## src/rtl/alu_pipe_pkg.sv

```systemverilog
// alu_pipe_pkg: ctrl bit positions and named Hack ALU opcodes
package alu_pipe_pkg;
   localparam int CTRL_ZX = 5;
   localparam int CTRL_NX = 4;
   localparam int CTRL_ZY = 3;
   localparam int CTRL_NY = 2;
   localparam int CTRL_F  = 1;
   localparam int CTRL_NO = 0;
   localparam logic [5:0] OP_ZERO   = 6'b101010;
   localparam logic [5:0] OP_ONE    = 6'b111111;
   localparam logic [5:0] OP_NEG1   = 6'b111010;
   localparam logic [5:0] OP_X      = 6'b001100;
   localparam logic [5:0] OP_Y      = 6'b110000;
   localparam logic [5:0] OP_NOT_X  = 6'b001101;
   localparam logic [5:0] OP_NEG_X  = 6'b001111;
   localparam logic [5:0] OP_ADD    = 6'b000010;
   localparam logic [5:0] OP_SUB_XY = 6'b010011;
   localparam logic [5:0] OP_SUB_YX = 6'b000111;
   localparam logic [5:0] OP_AND    = 6'b000000;
   localparam logic [5:0] OP_OR     = 6'b010101;
endpackage

```

## src/rtl/alu_preset.sv

```systemverilog
// alu_preset: operand zero/negate preconditioning for one ALU input
module alu_preset #(
   parameter int WIDTH = 16
) (
   input  logic [WIDTH-1:0] d,
   input  logic             z,
   input  logic             n,
   output logic [WIDTH-1:0] q
);
   logic [WIDTH-1:0] dz;
   assign dz = z ? '0 : d;
   assign q  = n ? ~dz : dz;
endmodule

```

## src/rtl/alu_pipe.sv

```systemverilog
// alu_pipe: two-stage pipelined Hack ALU with valid/ready on both sides and carry/overflow flags
module alu_pipe
   import alu_pipe_pkg::*;
#(
   parameter int WIDTH = 16
) (
   input  logic             clk,
   input  logic             rst_n,
   input  logic             in_valid,
   output logic             in_ready,
   input  logic [WIDTH-1:0] x,
   input  logic [WIDTH-1:0] y,
   input  logic [5:0]       ctrl,
   output logic             out_valid,
   input  logic             out_ready,
   output logic [WIDTH-1:0] out,
   output logic             zr,
   output logic             ng,
   output logic             cy,
   output logic             ov
);
   logic             s1_valid, f1, no1, s1_adv;
   logic [WIDTH-1:0] xp, yp, x1, y1, r, res;
   logic [WIDTH:0]   sum;

   alu_preset #(.WIDTH(WIDTH)) u_px (.d(x), .z(ctrl[CTRL_ZX]), .n(ctrl[CTRL_NX]), .q(xp));
   alu_preset #(.WIDTH(WIDTH)) u_py (.d(y), .z(ctrl[CTRL_ZY]), .n(ctrl[CTRL_NY]), .q(yp));

   assign s1_adv   = !out_valid || out_ready;
   assign in_ready = !s1_valid || s1_adv;
   assign sum      = {1'b0, x1} + {1'b0, y1};
   assign r        = f1 ? sum[WIDTH-1:0] : (x1 & y1);
   assign res      = no1 ? ~r : r;

   always_ff @(posedge clk or negedge rst_n) begin
      if (!rst_n) begin
         s1_valid <= 1'b0;
         x1       <= '0;
         y1       <= '0;
         f1       <= 1'b0;
         no1      <= 1'b0;
      end else if (in_ready) begin
         s1_valid <= in_valid;
         if (in_valid) begin
            x1  <= xp;
            y1  <= yp;
            f1  <= ctrl[CTRL_F];
            no1 <= ctrl[CTRL_NO];
         end
      end
   end

   // carry/overflow describe the adder itself, so they ignore the final inversion
   always_ff @(posedge clk or negedge rst_n) begin
      if (!rst_n) begin
         out_valid <= 1'b0;
         out       <= '0;
         zr        <= 1'b0;
         ng        <= 1'b0;
         cy        <= 1'b0;
         ov        <= 1'b0;
      end else if (s1_adv) begin
         out_valid <= s1_valid;
         if (s1_valid) begin
            out <= res;
            zr  <= (res == '0);
            ng  <= res[WIDTH-1];
            cy  <= f1 & sum[WIDTH];
            ov  <= f1 & (x1[WIDTH-1] == y1[WIDTH-1]) & (sum[WIDTH-1] != x1[WIDTH-1]);
         end
      end
   end
endmodule

```

## config.mk

```make
export PLATFORM = sky130hd
export DESIGN_NAME = alu_pipe
export DESIGN_NICKNAME = d
export VERILOG_FILES = /design/src/rtl/alu_pipe_pkg.sv /design/src/rtl/alu_preset.sv /design/src/rtl/alu_pipe.sv
export SDC_FILE = /design/constraint.sdc
export NUM_CORES = 1
export LEC_CHECK = 0
export BUFFER_PORTS_ARGS = -buffer_cell sky130_fd_sc_hd__buf_2
export CAP_MARGIN = 20
export CORE_MARGIN = 2
export CORE_UTILIZATION = 45
export DETAILED_ROUTE_END_ITERATION = 12
export PLACE_DENSITY = 0.68
export SLEW_MARGIN = 0
export SYNTH_ARGS = -nofsm -noshare
export SYNTH_HDL_FRONTEND = slang
export SYNTH_SLANG_ARGS = --single-unit
```

## constraint.sdc

```tcl
create_clock -name clk -period 4.29 [get_ports clk]
set_input_delay 0.429 -clock clk [delete_from_list [all_inputs] [get_ports clk]]
set_output_delay 0.429 -clock clk [all_outputs]
set_load 0.03 [all_outputs]
```

# Word-level counts from Yosys, hierarchy flattened
# Index checks and enable logic that the tools add are counted.
[op_classes]
n_mux = 6
n_reduce_logical = 7
addsub = 1
eq_ne = 2
bitwise_logic = 7
[ops]
columns = ["cell", "count"]
rows = [
  ["16-bit two-way mux", 6],
  ["16-bit inverter", 3],
  ["16-bit by 16-bit adder with 17-bit output", 1],
  ["16-bit AND", 1],
  ["16-bit logical NOT", 1],
  ["2-bit AND reduction", 2],
  ["1-bit AND", 3],
  ["1-bit logical NOT", 2],
  ["1-bit logical OR", 2],
  ["1-bit == test", 1],
  ["1-bit inequality test", 1],
]
[word_totals]
ff_bits = 56
word_cells = 34
out_inout_bits = 22

# Depth between registers and ports, before layout
# Gate-level depths: netlist (run 1).
[logic_depth]
depth_word = 5
depth_mapped = 10
mapped_depth_nobuf = 10

# By module
# From an unflattened synthesis (run 1), not the netlist that was laid out.
[hier_totals]
cells_unflattened = 379
hier_area_um2 = 4162.7
[by_module_without_submodules]
columns = ["mod", "seq_area_each_um2", "area_per_inst_um2", "cells_each", "instances"]
rows = [
  ["alu_pipe", 1376.3, 3296.9, 309, 1],
  ["alu_preset", 0.0, 432.9, 35, 2],
]

# Worst setup path after synthesis (run 1)
# No wires, ideal clock.
[synth_timing]
path_kind = "register to register"
startpoint = "register x1[0]"
endpoint = "register zr"
path_stages_with_launch = 11
slack_ns = 1.582
path_buffers = 0
synth_period_minus_slack_ns = 2.708
arrival_ns = 2.640
path_cell_list = "dfrtp_1 -> ha_1 -> fa_1 -> a21o_1 -> a211oi_1 -> o22ai_1 -> or4b_1 -> mux2i_1 -> nand4b_1 -> nor4_1 -> a32o_1"
[synth_between]
elab_chain_len = 5
word_cells_on_any_way = 6
classes_between = "add/sub (1); mux (2); bitwise (2); reduce/logical (1)"
[synth_lines]
columns = ["item", "line", "rtl"]
rows = [
  ["start: declaration", "alu_pipe.sv:23", "logic [WIDTH-1:0] xp, yp, x1, y1, r, res;"],
  ["start signal: assignment", "alu_pipe.sv:45", "x1 <= xp;"],
  ["16-bit by 16-bit adder with 17-bit output or 16-bit AND (tied branches)", "alu_pipe.sv:31, alu_pipe.sv:32", ""],
  ["16-bit two-way mux *", "alu_pipe.sv:32", "assign r = f1 ? sum[WIDTH-1:0] : (x1 & y1);"],
  ["16-bit inverter", "alu_pipe.sv:33", "assign res = no1 ? ~r : r;"],
  ["16-bit two-way mux *", "alu_pipe.sv:33", ""],
  ["16-bit logical NOT *", "alu_pipe.sv:66", "zr <= (res == '0);"],
  ["end signal: assignment", "alu_pipe.sv:66", ""],
  ["end: declaration", "alu_pipe.sv:17", "output logic zr,"],
]
# Every way passes the cells marked *; elsewhere a longest branch is shown, timed or not.
# A chain may end at the register's enable or synchronous reset.

# Worst setup path after layout (run 1)
# Same ends and word-level chain as after synthesis.

==> results.md, run 1 <==
- The top metal layer carrying routed signals is met4.
- For the worst setup path, the data required time is 4550 ps.
- After synthesis, flip-flops and latches occupy 35.7% of the total area.
- From left edge to right edge, the die measures 96.5 µm.
- Buffers inserted during clock tree synthesis total 5.
- The maximum number of pins on one net before global-route repair is 67.
- For this block, the via count after detailed routing is 3158.
- The initial antenna violation count is 0.
- VDD sags by at most 0.238 mV.
- The fraction of final layout cells with drive strength greater than 1 is 17.8%.
- Hold repair after CTS inserted 0 buffers.
- The initial DRC count is 251.
- The worst hold slack is 228 ps.
- The number of DRC violations after detailed routing is 0.
- Yosys attributes the largest share of cell area to sky130_fd_sc_hd__dfrtp_1, sky130_fd_sc_hd__xnor2_1, sky130_fd_sc_hd__o21ai_0, sky130_fd_sc_hd__nor2b_1, sky130_fd_sc_hd__nand2_1.
- Setup repair after global routing left no endpoint under its margin.
- The biggest area contributor in the post-synthesis netlist is sky130_fd_sc_hd__dfrtp_1.
- The synthesized area per cell is 8.77 µm².
- The repair_antennas step left the layout with diodes totalling 0.
- The number of buffer cells added on primary ports is 63.
- The delay of the slowest cell on the worst path is 520 ps.
- The HPWL reported at the end of detailed placement is 6000 µm.
- The most used flip-flop cell after synthesis is sky130_fd_sc_hd__dfrtp_1.
- The type of element capturing the critical path is a flop.
- The portion of the clock cycle consumed by the worst path in the final layout is 68.7%.
- The critical path buffer and inverter count is 0.
- The time the worst path needs with I/O delays and setup is 2950 ps.
- The initial core utilization is 46.6%.
- After detailed routing, the number of vias per cell comes to 5.33.
- Counting every net in the synthesized netlist gives 498.
- The detailed router put a total of 4000 µm of wire on met1.
- Clock tree synthesis found a total of 55 sinks.
- Yosys mapped a number of flops with a built-in enable equal to 0.
- For this run the aggregate overflow at the end of global routing stands at 0.
- The core outline area is 0.00826 mm².
- The flow ran to the end, and the final reports show no timing, DRC or antenna violations.
- The number of hold violations in the final report is 0.
- The first detailed-routing pass ran for 4 iterations.
- The clock root buffer is sky130_fd_sc_hd__clkbuf_8.
- After clock tree synthesis, the clock-pin slew on the worst setup and hold paths is 100 ps.
- The source-to-sink clock delay at the later pin of the worst-skew pair is 320 ps.
- The die extent in y is 96.5 µm.
- The floorplan die area is 0.00931 mm².
- The async set or reset register ratio after synthesis is 100%.
- The total of endpoints with negative setup slack in the final report is 0.
- The detailed route wirelength on metal3 is 416 µm.
- Among all stages on the critical path, the largest delay is contributed by sky130_fd_sc_hd__or4b_1.
- The maximum level of the CTS H-tree is 2.
- The floorplan has 33 rows.
- The transition time at the pin with the least slew margin is 972 ps.
- Measured against its own limit, the worst slew margin works out to 35.0%.
- Once detail routing completed, the nets flagged for antenna violations numbered 0.
- Across all register-to-register paths, the minimum setup slack is 1340 ps.
- Relative to the synthesized area, the layout overhead comes to 12.8%.
- The number of global-route vias before repair was 2776.
- The congestion estimate from routability-driven global placement came to 0.868.
- Summed over all failing endpoints, the final setup total negative slack is 0 ps.
- Walking the worst path, the cells encountered are ha_1 > fa_1 > a21o_1 > a211oi_1 > o22ai_1 > or4b_1 > mux2i_1 > nand4b_1 > nor4_1 > a32o_1.
- The worst setup path is launched from a flop.
- The analysis attributes to cell leakage a power of 1.89 nW.
- After synthesis, the largest area contributor takes up 35.7% of total cell area.
- In this run the worst path has a maximum fanout of 5.
- The final-stage net count is 546.
- For this run, the number of Yosys warnings is 0.
- The highest achievable clock rate is 0.339 GHz.
- Dividing the detail-routed wire length by the instance count gives 13.2 µm.
- Data arrives at the worst endpoint at 3210 ps.
- After synthesis the netlist holds a flip-flop and latch count of 55.
- The worst setup path category is reg2reg.
- The clock tree buffer depth is 2.
- The kind of cell with the highest combined delay along the critical path is simple AND/OR/NAND/NOR gates.
- The maximum clock skew at final layout is 7.68 ps.
- The cell area after technology mapping is 0.00385 mm².
- The first global-routing pass estimated 13100 µm of wire.
- 64 I/O pins were placed.
- The wire length after detailed routing is 7840 µm.
- The number of gates resized after CTS was 0.
- The global router's overall resource usage is 17.8%.
- The number of setup buffers added after CTS is 0.
- The clock tree from TritonCTS is built.
- After synthesis, the netlist uses 59 different library cells.
- The detailed-routed wire length on met2 is 3340 µm.
- Once layout is complete, the utilization of the core stands at 52.6%.
- After technology mapping, the gate count stands at 439.
- The number of pins with negative max-slew slack in the final report is 0.
- The max-cap violation count is 0.
- Dividing total power by cell area gives a power density of 501 mW/mm².
- The min-delay analysis places its worst path in the category in2async.
==> path summary, 6_finish.rpt <==
kind	cells after the start	to	from
max	10	zr	x1[0]
min	2	y1[2]	rst_n
max reg2reg	10	zr	x1[0]
min reg2reg	2	out[5]	out[5]
max in group asynchronous	2	out[8]	rst_n
min in group clk	2	s1_valid	in_valid
==> power by group <==
group / leakage [nW] / internal (mW) / switching, mW
clock: 0.0654 / 0.233 / 0.174
combinational: 1.15 / 0.399 / 0.657
sequential: 0.672 / 0.643 / 0.0678
==> area by class of cell <==
cell class / count / area (µm²)
clock inverters: 2 / 60.1
flip-flops and latches: 55 / 1380
well taps: 105 / 131
clock buffers: 6 / 72.6
multi-input cells: 350 / 2330
repair buffers: 67 / 345
inverters: 8 / 30.0
fillers: 819 / 3920
==> synth_stat cells (3+ instances only) <==
library cell and number:
sky130_fd_sc_hd__o21ai_0 48, sky130_fd_sc_hd__nand3_1 10, sky130_fd_sc_hd__nor2_1 20, sky130_fd_sc_hd__xor2_1 11
sky130_fd_sc_hd__a21o_1 4, sky130_fd_sc_hd__o211ai_1 5, sky130_fd_sc_hd__nand2_1 59, sky130_fd_sc_hd__a211oi_1 6
sky130_fd_sc_hd__dfrtp_1 55, sky130_fd_sc_hd__inv_1 8, sky130_fd_sc_hd__nor2b_1 36, sky130_fd_sc_hd__o21ai_1 5
sky130_fd_sc_hd__clkbuf_1 18, sky130_fd_sc_hd__mux2_2 6, sky130_fd_sc_hd__a21oi_1 10, sky130_fd_sc_hd__mux2i_1 6
sky130_fd_sc_hd__a31oi_1 3, sky130_fd_sc_hd__ha_1 16, sky130_fd_sc_hd__xnor2_1 41, sky130_fd_sc_hd__nand4_1 3
sky130_fd_sc_hd__o31ai_1 3, sky130_fd_sc_hd__nor3_1 10, sky130_fd_sc_hd__nand2b_1 4, sky130_fd_sc_hd__o21a_1 5
sky130_fd_sc_hd__buf_1 3
==> placed cells by master (no fill, tap or decap), drive strengths merged, types with 2 or more instances in the layout <==
cell / n
a21o: 4
mux2i: 6
and3: 2
or4b: 2
nand2: 59
nor4: 2
o311ai: 2
a211oi: 7
nand3: 10
xnor2: 41
inv: 8
a22o: 2
o31ai: 3
or2: 2
mux2: 6
bufinv: 2
dfrtp: 55
o221ai: 3
nand4: 3
o21a: 5
ha: 16
nand2b: 4
nor2b: 36
a221oi: 2
o211ai: 5
a21oi: 10
xor2: 11
a31oi: 3
clkbuf: 6
buf: 67
and4: 2
o21ai: 53
a2111oi: 3
nor3: 10
nor2: 20
==> cell families (layout without fill, tap and decap cells) <==
group,Yosys count,in the layout,synth area share [%]
flops,55,55,35.7
simple gates,157,157,20.3
mux,12,12,3.31
buf+inv,34,83,3.87
fa+ha+maj,17,17,5.72
xor+xnor,52,52,11.8
compound gates,112,112,19.2
==> routing by layer <==
layer  up-vias  global-route usage [%]
met3         8                    2.87
met2        84                    27.6
li1       1634                       -
met1      1432                    25.9
met5         -                       0
met4         0                    4.46
==> registers in the layout, summed over array words and instances (netlist names) <==
signal and flops:
s1_valid 1, no1 1, y1 16, cy 1
f1 1, ov 1, out_valid 1, zr 1
x1 16, out 16
==> per-stage QoR <==
step                      total power [mW]  area [µm²]  worst slack (ps)  std cells
after global routing                  2.34        4340              1010        593
after global placement                1.76        4210              1420        585
after CTS                             2.19        4340              1330        593
after detailed placement              1.78        4210              1340        585
after floorplan                       1.54        3850              1580        439
final                                 2.17        4340              1340        593
No activity file was read; power rests on OpenSTA's default activity.
==> inputs of run 2 (changes only) <==
--- a/config.mk
+++ b/config.mk
@@ -5,12 +5,13 @@
 export SDC_FILE = /design/constraint.sdc
 export NUM_CORES = 1
 export LEC_CHECK = 0
+export ABC_AREA = 1
 export BUFFER_PORTS_ARGS = -buffer_cell sky130_fd_sc_hd__buf_2
 export CAP_MARGIN = 20
 export CORE_MARGIN = 2
 export CORE_UTILIZATION = 45
 export DETAILED_ROUTE_END_ITERATION = 12
-export PLACE_DENSITY = 0.68
+export PLACE_DENSITY = 0.7
 export SLEW_MARGIN = 0
 export SYNTH_ARGS = -nofsm -noshare
 export SYNTH_HDL_FRONTEND = slang
==> constraint.sdc (replaced) <==
create_clock -name clk -period 2.49 [get_ports clk]
set_input_delay 0.249 -clock clk [delete_from_list [all_inputs] [get_ports clk]]
set_output_delay 0.249 -clock clk [all_outputs]
set_load 0.03 [all_outputs]
==> run 2 against run 1 <==
Hold slack got worse by 90 ps. Register-to-register slack got worse by 1100 ps. Setup slack got worse by 1100 ps. Clock power rose by 19%. Final cell count rose by 25%. Sequential cell count did not move. Critical path depth rose by 5. Synthesized area rose by 2.3%. Highest routed layer unchanged. Die area rose by 2.2%. Count of clock-buffer cells in the layout rose by 1. Routed wire length rose by 13%.
==> results.md, run 2 <==
- The flow ran to the end, and the final reports show no timing, DRC or antenna violations.
- The transition time at the pin with the least slew margin is 530 ps (-442 ps).
- The critical path is of the reg2reg type.
- The post-detailed-route via-to-cell ratio came to 4.87 (-8.6%).
- The commonest cells after synthesis are sky130_fd_sc_hd__nand2_1, sky130_fd_sc_hd__nand3_1, sky130_fd_sc_hd__dfrtp_1.
- The worst-case vdd ir drop is 0.277 mV (+17%).
- The number of search-and-repair iterations in the first detailed-routing pass came to 5 (+1).
- The number of global-route vias before repair is 3459 (+25%).
- The number of CTS-inserted buffers is 5 (unchanged).
- The synthesized flop and latch total came to 55 (unchanged).
- The clock tree buffer depth is 2 (unchanged).
- The sequential element share of the synthesized area is 34.9% (-0.82 points).
- The synthesized netlist net count is 640 (+29%).
- The final standard cell utilization of the core is 51.5% (-1.1 points).
- The clock sink count is 55 (unchanged).
- The clock transition at the register clock pins on the worst setup and hold paths after CTS came to 100 ps (about the same).
- The die extent in y is 97.6 µm (+1.1%).
- The portion of the clock cycle consumed by the worst path in the final layout is 88.8% (+20 points).
- The clock root buffer is sky130_fd_sc_hd__clkbuf_8.
- The pre-CTS setup slack is 281 ps (-1060 ps).
- The global router's overall resource usage is 19.7% (+1.9 points).
- The worst-case setup margin in the final layout is 280 ps (-1060 ps).
- The clock tree from TritonCTS is built.
- The source-to-sink clock delay at the later pin of the worst-skew pair is 310 ps (about the same).
- The number of buffer cells added on primary ports is 63 (unchanged).
- The async set or reset register ratio after synthesis is 100% (unchanged).
- The area share of the leading cell type in the synthesized netlist is 34.9% (-0.82 points).
- The post-layout instance area came to 0.00442 mm² (+1.8%).
- The placer's final routability congestion estimate came to 0.915 (+5.4%).
- The top-level port count was 64 (unchanged).
- The critical path data required time was 2740 ps (-1810 ps).
- Compared with the post-synthesis result, the final layout area differs by 12.2%.
- The number of distinct library cells after synthesis is 30 (-49%).
- The initial DRC count came to 211 (-16%).
- The total of endpoints with negative setup slack in the final report is 0 (unchanged).
- The number of cells on the worst hold path is 3.
- Yosys instantiated no cell more often than sky130_fd_sc_hd__nand2_1.
- The final-stage net count was 692 (+27%).
- The highest achievable clock rate is 0.452 GHz (+33%).
- The synthesis warning total is 0 (unchanged).
- The count of inserted antenna diode cells is 0 (unchanged).
- The post-synthesis instance total is 581 (+32%).
- The area of placed instances is 0.00432 mm² (+2.6%).
- The cell area after technology mapping is 0.00394 mm² (+2.3%).
- The maximum number of pins on one net before global-route repair came to 67 (unchanged).
- The biggest area contributor in the post-synthesis netlist is sky130_fd_sc_hd__dfrtp_1.
- The max-cap violation count is 0 (unchanged).
- The worst hold-check path type is in2reg.
- The floorplan die area was 0.00952 mm² (+2.2%).
- The data arrival time at the worst-slack endpoint is 2460 ps (-750 ps).
- The count of flip-flops with a built-in enable after synthesis came to 0 (unchanged).
- The width of the die was 97.6 µm (+1.1%).
- In the final layout, the registers with the most flip-flops are out: 16 flops, x1: 16 flops, y1: 16 flops.
- The synthesized area per cell is 6.78 µm² (-23%).
- The number of nets with antenna violations after routing is 0 (unchanged).
- The HPWL reported at the end of detailed placement was 6930 µm (+15%).
- The core outline area is 0.00859 mm² (+4.1%).
- The time the worst path needs with I/O delays and setup is 2210 ps (-737 ps).
- The number of pins with negative max-slew slack in the final report is 0 (unchanged).
- The leading cell type in the layout, fill and taps excluded is sky130_fd_sc_hd__nand2_1.
- The static leakage is 2.36 nW (+25%).
- The wire length after detailed routing came to 8840 µm (+13%).
- The total via count in the routed design was 3613 (+14%).
- The number of standard-cell rows in the floorplan is 34 (+3.0%).
- In the post-synthesis netlist, the biggest area contributors are sky130_fd_sc_hd__dfrtp_1, sky130_fd_sc_hd__nand2_1, sky130_fd_sc_hd__nand3_1, sky130_fd_sc_hd__xor2_1, sky130_fd_sc_hd__o21ai_0.
- The post-detailed-route wirelength per cell is 11.9 µm (-9.8%).
- The library cells used most frequently in the layout, excluding fill and tap cells, are sky130_fd_sc_hd__nand2_1, sky130_fd_sc_hd__nand3_1, sky130_fd_sc_hd__buf_2.
- The number of DRC violations after detailed routing is 0 (unchanged).
- The most used flip-flop cell after synthesis is sky130_fd_sc_hd__dfrtp_1.
- The number of hold violations in the final report is 0 (unchanged).
- The maximum clock skew at final layout is 9.47 ps (+1.78 ps).
- The total congestion overflow after global routing was 0 (unchanged).
- The worst slew margin relative to its limit was 64.7% (+30 points).
- The worst setup path is captured at a flop.
- The fraction of final layout cells with drive strength greater than 1 is 14.8% (-3.0 points).
- The maximum level of the CTS H-tree is 2 (unchanged).
- The initial antenna violation count is 0 (unchanged).
- The initial core utilization is 45.9% (-0.77 points).
- The wire length of the first global-routing pass is 15700 µm (+20%).
- The worst setup path is launched from a flop.
- The depth of the worst register-to-register path is 15 (+5).
- The total power is 3.66 mW (+68%).
- The cell area power density is 827 mW/mm² (+65%).
- The highest net fanout along the worst path was 3 (-2).
run 2: changes by cell type after synthesis, moves of 10 or more:
cell | before | now
sky130_fd_sc_hd__xnor2_1 | 41 | 1
sky130_fd_sc_hd__nor2b_1 | 36 | 0
sky130_fd_sc_hd__nand2_1 | 59 | 223
sky130_fd_sc_hd__nor3_1 | 10 | 0
sky130_fd_sc_hd__inv_1 | 8 | 47
sky130_fd_sc_hd__xor2_1 | 11 | 35
sky130_fd_sc_hd__nand3_1 | 10 | 66
run 2: cell families after synthesis:
family,count (synthesis),share of synthesized area (%)
AO/OA/AOI/OAI,63,8.26
XOR/XNOR,36,8.00
adder cells (fa/ha/maj),17,5.59
buffers and inverters,77,7.88
flip-flops,55,34.9
AND/OR/NAND/NOR,333,35.3
run 2: path summary, 6_finish.rpt:
check	start	endpoint	slack, ps
setup reg to reg	x1[0]	zr	280
min in group asynchronous	rst_n	s1_valid	430
max in group asynchronous	rst_n	y1[15]	1240
setup / recovery	x1[0]	zr	280
hold reg to reg	zr	zr	480
hold / removal	ctrl[0]	no1	140
run 2: repair_timing:
action                                  in CTS  in global routing
gates resized for setup                      0                  3
endpoints found under the hold margin       21                  0
endpoints found under the setup margin       0                  1
hold buffers                                 1                  0
buffers inserted                             0                  0
run 2: final cells by class:
type | instances | area (µm²)
Clock buffer | 7 | 76.3
Clock inverter | 1 | 5.00
Multi-Input combinational cell | 449 | 2260
Timing Repair Buffer | 70 | 370
Inverter | 52 | 195
Sequential cell | 55 | 1380
Tap cell | 108 | 135
Fill cell | 866 | 4170
run 2: through the flow:
step                TNS, ps  hold WS (ps)  std cells
CTS                       0           120        742
global route          -1.95           139        742
detailed placement        0           238        733
floorplan                 0         -46.6        581
global placement          0           232        733
finish                    0           138        742
run 2: where the power goes:
group,internal (mW),switching [mW],leakage (nW)
Clock,0.198,0.288,0.0422
Sequential,1.12,0.133,0.672
Combinational,0.637,1.28,1.64
Total,1.95,1.70,2.36
run 2: worst max-delay path, stage by stage (launching register included):
cell and delay, ps:
sky130_fd_sc_hd__dfrtp_1 400, sky130_fd_sc_hd__ha_2 210, sky130_fd_sc_hd__fa_1 470, sky130_fd_sc_hd__inv_1 40, sky130_fd_sc_hd__nand2_1 40, sky130_fd_sc_hd__o21ai_0 90
sky130_fd_sc_hd__xor2_1 160, sky130_fd_sc_hd__nor2_1 130, sky130_fd_sc_hd__nand2_1 60, sky130_fd_sc_hd__nor2_1 80, sky130_fd_sc_hd__nand3_1 70, sky130_fd_sc_hd__nor2_1 100
sky130_fd_sc_hd__nand2_1 80, sky130_fd_sc_hd__nor2_2 80, sky130_fd_sc_hd__nand3_1 70, sky130_fd_sc_hd__nand2_1 60
run 2: metal layers:
| layer | track usage [%] | share of wire (%) | up-vias |
|---|---|---|---|
| li1 | - | - | 1937 |
| met1 | 27.9 | 50 | 1570 |
| met2 | 31.1 | 43 | 90 |
| met3 | 2.45 | 4.9 | 16 |
| met4 | 6.84 | 2.0 | 0 |
| met5 | 0 | 0 | - |
==> inputs of run 3 (changes only) <==
--- a/config.mk
+++ b/config.mk
@@ -11,7 +11,7 @@
 export CORE_MARGIN = 2
 export CORE_UTILIZATION = 45
 export DETAILED_ROUTE_END_ITERATION = 12
-export PLACE_DENSITY = 0.7
+export PLACE_DENSITY = 0.67
 export SLEW_MARGIN = 0
 export SYNTH_ARGS = -nofsm -noshare
 export SYNTH_HDL_FRONTEND = slang
==> run 3 against run 2 <==
Sequential share of layout area decreased by 0.24 points. Critical path depth stayed put. Final cell count stayed put. Largest cell class unchanged. Combinational power barely moved. Critical path type unchanged. Die area unchanged. Fmax shrank 1.6%. Global-route usage decreased by 0.71 points. First-iteration DRC count shrank 6.2%. Non-clock buffer count is 1 higher. Clock power up 20%.
==> results.md, run 3 (synthesis gave the netlist of run 2 again) <==
- The count of inserted antenna diode cells is 0 (unchanged).
- The total of endpoints with negative setup slack in the final report is 0 (unchanged).
- The post-detailed-route wirelength per cell is 11.9 µm (-0.57%).
- The number of pins with negative max-slew slack in the final report was 0 (unchanged).
- The wire length of the first global-routing pass came to 15300 µm (-3.0%).
- The initial antenna violation count is 0 (unchanged).
- The maximum number of pins on one net before global-route repair is 67 (unchanged).
- The highest net fanout along the worst path is 3 (unchanged).
- The global router's overall resource usage is 19.0% (-0.71 points).
- The maximum clock skew at final layout is 11.5 ps (+2.07 ps).
- The kind of launch point of the worst setup path is a flop.
- The number of DRC violations after detailed routing is 0 (unchanged).
- The highest achievable clock rate came to 0.445 GHz (-1.6%).
- The core outline area is 0.00859 mm² (unchanged).
- The placer's final routability congestion estimate is 0.907 (-0.94%).
- The top-level port count is 64 (unchanged).
- Relative to the synthesized area, the layout overhead comes to 13.1%.
- The number of CTS-inserted buffers is 5 (unchanged).
- The floorplan die area is 0.00952 mm² (unchanged).
- In the layout the commonest cells are sky130_fd_sc_hd__nand2_1, sky130_fd_sc_hd__nand3_1, sky130_fd_sc_hd__buf_2.
- The largest registers in the layout are out: 16 flops, x1: 16 flops, y1: 16 flops.
- The wire length after detailed routing is 8790 µm (-0.57%).
- The clock sink count is 55 (unchanged).
- The pre-CTS setup slack came to 279 ps (-2.84 ps).
- The number of nets with antenna violations after routing is 0 (unchanged).
- The flow ran to the end, and the final reports show no timing, DRC or antenna violations.
- The count of fill cells added during filler insertion was 906 (+4.6%).
- The total congestion overflow after global routing is 0 (unchanged).
- The critical path data required time is 2740 ps (about the same).
- The maximum level of the CTS H-tree is 2 (unchanged).
- The worst-case vdd ir drop is 0.267 mV (-3.9%).
- The number of buffer cells added on primary ports was 63 (unchanged).
- The standard cell with the maximum stage delay on the critical path is sky130_fd_sc_hd__fa_2.
- The final-layout setup total negative slack is 0 ps (unchanged).
- The cell area power density came to 846 mW/mm² (+2.3%).
- The number of global-route vias before repair is 3290 (-4.9%).
- The clock transition at the register clock pins on the worst setup and hold paths after CTS is 100 ps (about the same).
- The worst-case setup margin in the final layout is 244 ps (-36.2 ps).
- The static leakage is 2.37 nW (+0.55%).
- The HPWL reported at the end of detailed placement is 6870 µm (-0.86%).
- The initial DRC count is 198 (-6.2%).
- The min-delay analysis places its worst path in the category in2reg.
- The post-detailed-route via-to-cell ratio came to 4.82 (-1.1%).
- The data arrival time at the worst-slack endpoint is 2500 ps (+40 ps).
- The final-stage net count was 693 (+0.14%).
- The die extent in y is 97.6 µm (unchanged).
- The fraction of final layout cells with drive strength greater than 1 is 15.3% (+0.47 points).
- The portion of the clock cycle consumed by the worst path in the final layout was 90.2% (+1.5 points).
- Setup repair after global routing left no endpoint under its margin.
- The width of the die is 97.6 µm (unchanged).
- The max-cap violation count was 0 (unchanged).
- TritonCTS built the clock tree.
- The initial core utilization is 45.9% (unchanged).
- Leaving out fill and tap cells, the most frequent cell in the layout is sky130_fd_sc_hd__nand2_1.
- The transition time at the pin with the least slew margin is 535 ps (+5.45 ps).
- The worst hold slack was 143 ps (+5.10 ps).
- The delay of the slowest cell on the worst path is 520 ps (+50 ps).
- Walking the worst path, the cells encountered are ha_2 > fa_2 > inv_1 > nand2_1 > o21ai_0 > xor2_1 > nor2_1 > nand2_1 > nor2_1 > nand3_1 > nor2_1 > nand2_1 > nor2_1 > nand3_1 > nand2_1.
- The total via count in the routed design came to 3575 (-1.1%).
- The number of standard-cell rows in the floorplan is 34 (unchanged).
- The type of element capturing the critical path is a flop.
- The number of search-and-repair iterations in the first detailed-routing pass is 4 (-1).
- The worst setup path category is reg2reg.
- The clock tree buffer depth is 2 (unchanged).
- The time the worst path needs with I/O delays and setup is 2250 ps (+36.2 ps).
- The worst slew margin relative to its limit came to 64.3% (-0.36 points).
- The clock root buffer is sky130_fd_sc_hd__clkbuf_8.
- The source-to-sink clock delay at the later pin of the worst-skew pair is 310 ps (about the same).
- The number of hold violations in the final report came to 0 (unchanged).
-- run 3: changes by cell type in the layout (fill, tap and decap cells not counted), sizes merged --
cell | previous run | this run
clkinv | 4 | 3
buf | 69 | 70
clkbuf | 7 | 5
bufinv | 0 | 1
clkinvlp | 0 | 1
-- run 3: stage by stage --
step | std cells | power (mW) | utilization [%] | cell area [µm²]
floorplan | 581 | 2.71 | - | 3940
global placement | 733 | 3.13 | 50.3 | 4320
detailed placement | 733 | 3.18 | 50.3 | 4320
CTS | 741 | 3.78 | 51.6 | 4440
global route | 742 | 4.10 | 51.9 | 4460
finish | 742 | 3.77 | 51.9 | 4460
-- run 3: worst paths after layout --
path | slack (ps) | end | depth (start not counted) | start
worst max-delay path | 240 | zr | 15 | x1[0]
worst min-delay path | 140 | no1 | 3 | ctrl[0]
worst max register to register | 240 | zr | 15 | x1[0]
worst min register to register | 490 | out[2] | 2 | out[2]
max in group asynchronous | 1260 | y1[8] | 3 | rst_n
min in group asynchronous | 440 | f1 | 2 | rst_n
-- run 3: what timing repair did --
item / CTS / global route
hold buffers: 1 / 0
endpoints found under the setup margin: 0 / 1
gates resized for setup: 0 / 4
setup buffers: 0 / 1
hold endpoints to repair: 23 / 0
-- run 3: area by class of cell --
| class | count | area [µm²] | share of cell area [%] |
|---|---|---|---|
| Inverter | 52 | 195 | 4.38 |
| Timing Repair Buffer | 71 | 378 | 8.48 |
| Multi-Input combinational cell | 449 | 2270 | 50.8 |
| Clock buffer | 5 | 68.8 | 1.54 |
| Sequential cell | 55 | 1380 | 30.9 |
| Tap cell | 108 | 135 | 3.03 |
| Clock inverter | 2 | 37.5 | 0.842 |
-- run 3: critical path, delay by kind of cell, from the launching register on --
family / cells / cell delay [ps]
adder cells (fa/ha/maj): 2 / 730
AND/OR/NAND/NOR: 10 / 790
XOR/XNOR: 1 / 160
buffers and inverters: 1 / 40
AO/OA/AOI/OAI: 1 / 90
flip-flops: 1 / 400
-- run 3: power breakdown --
group / total (mW) / internal [mW] / switching [mW]
registers: 1.25 / 1.12 / 0.130
logic: 1.94 / 0.644 / 1.29
clock network: 0.586 / 0.294 / 0.292
-- run 3: per-layer routing --
| layer | track usage, % | part of all wire [%] |
|---|---|---|
| met5 | 0 | 0 |
| met4 | 3.95 | 1.1 |
| met3 | 2.52 | 5.0 |
| met2 | 29.9 | 43 |
| met1 | 27.9 | 51 |
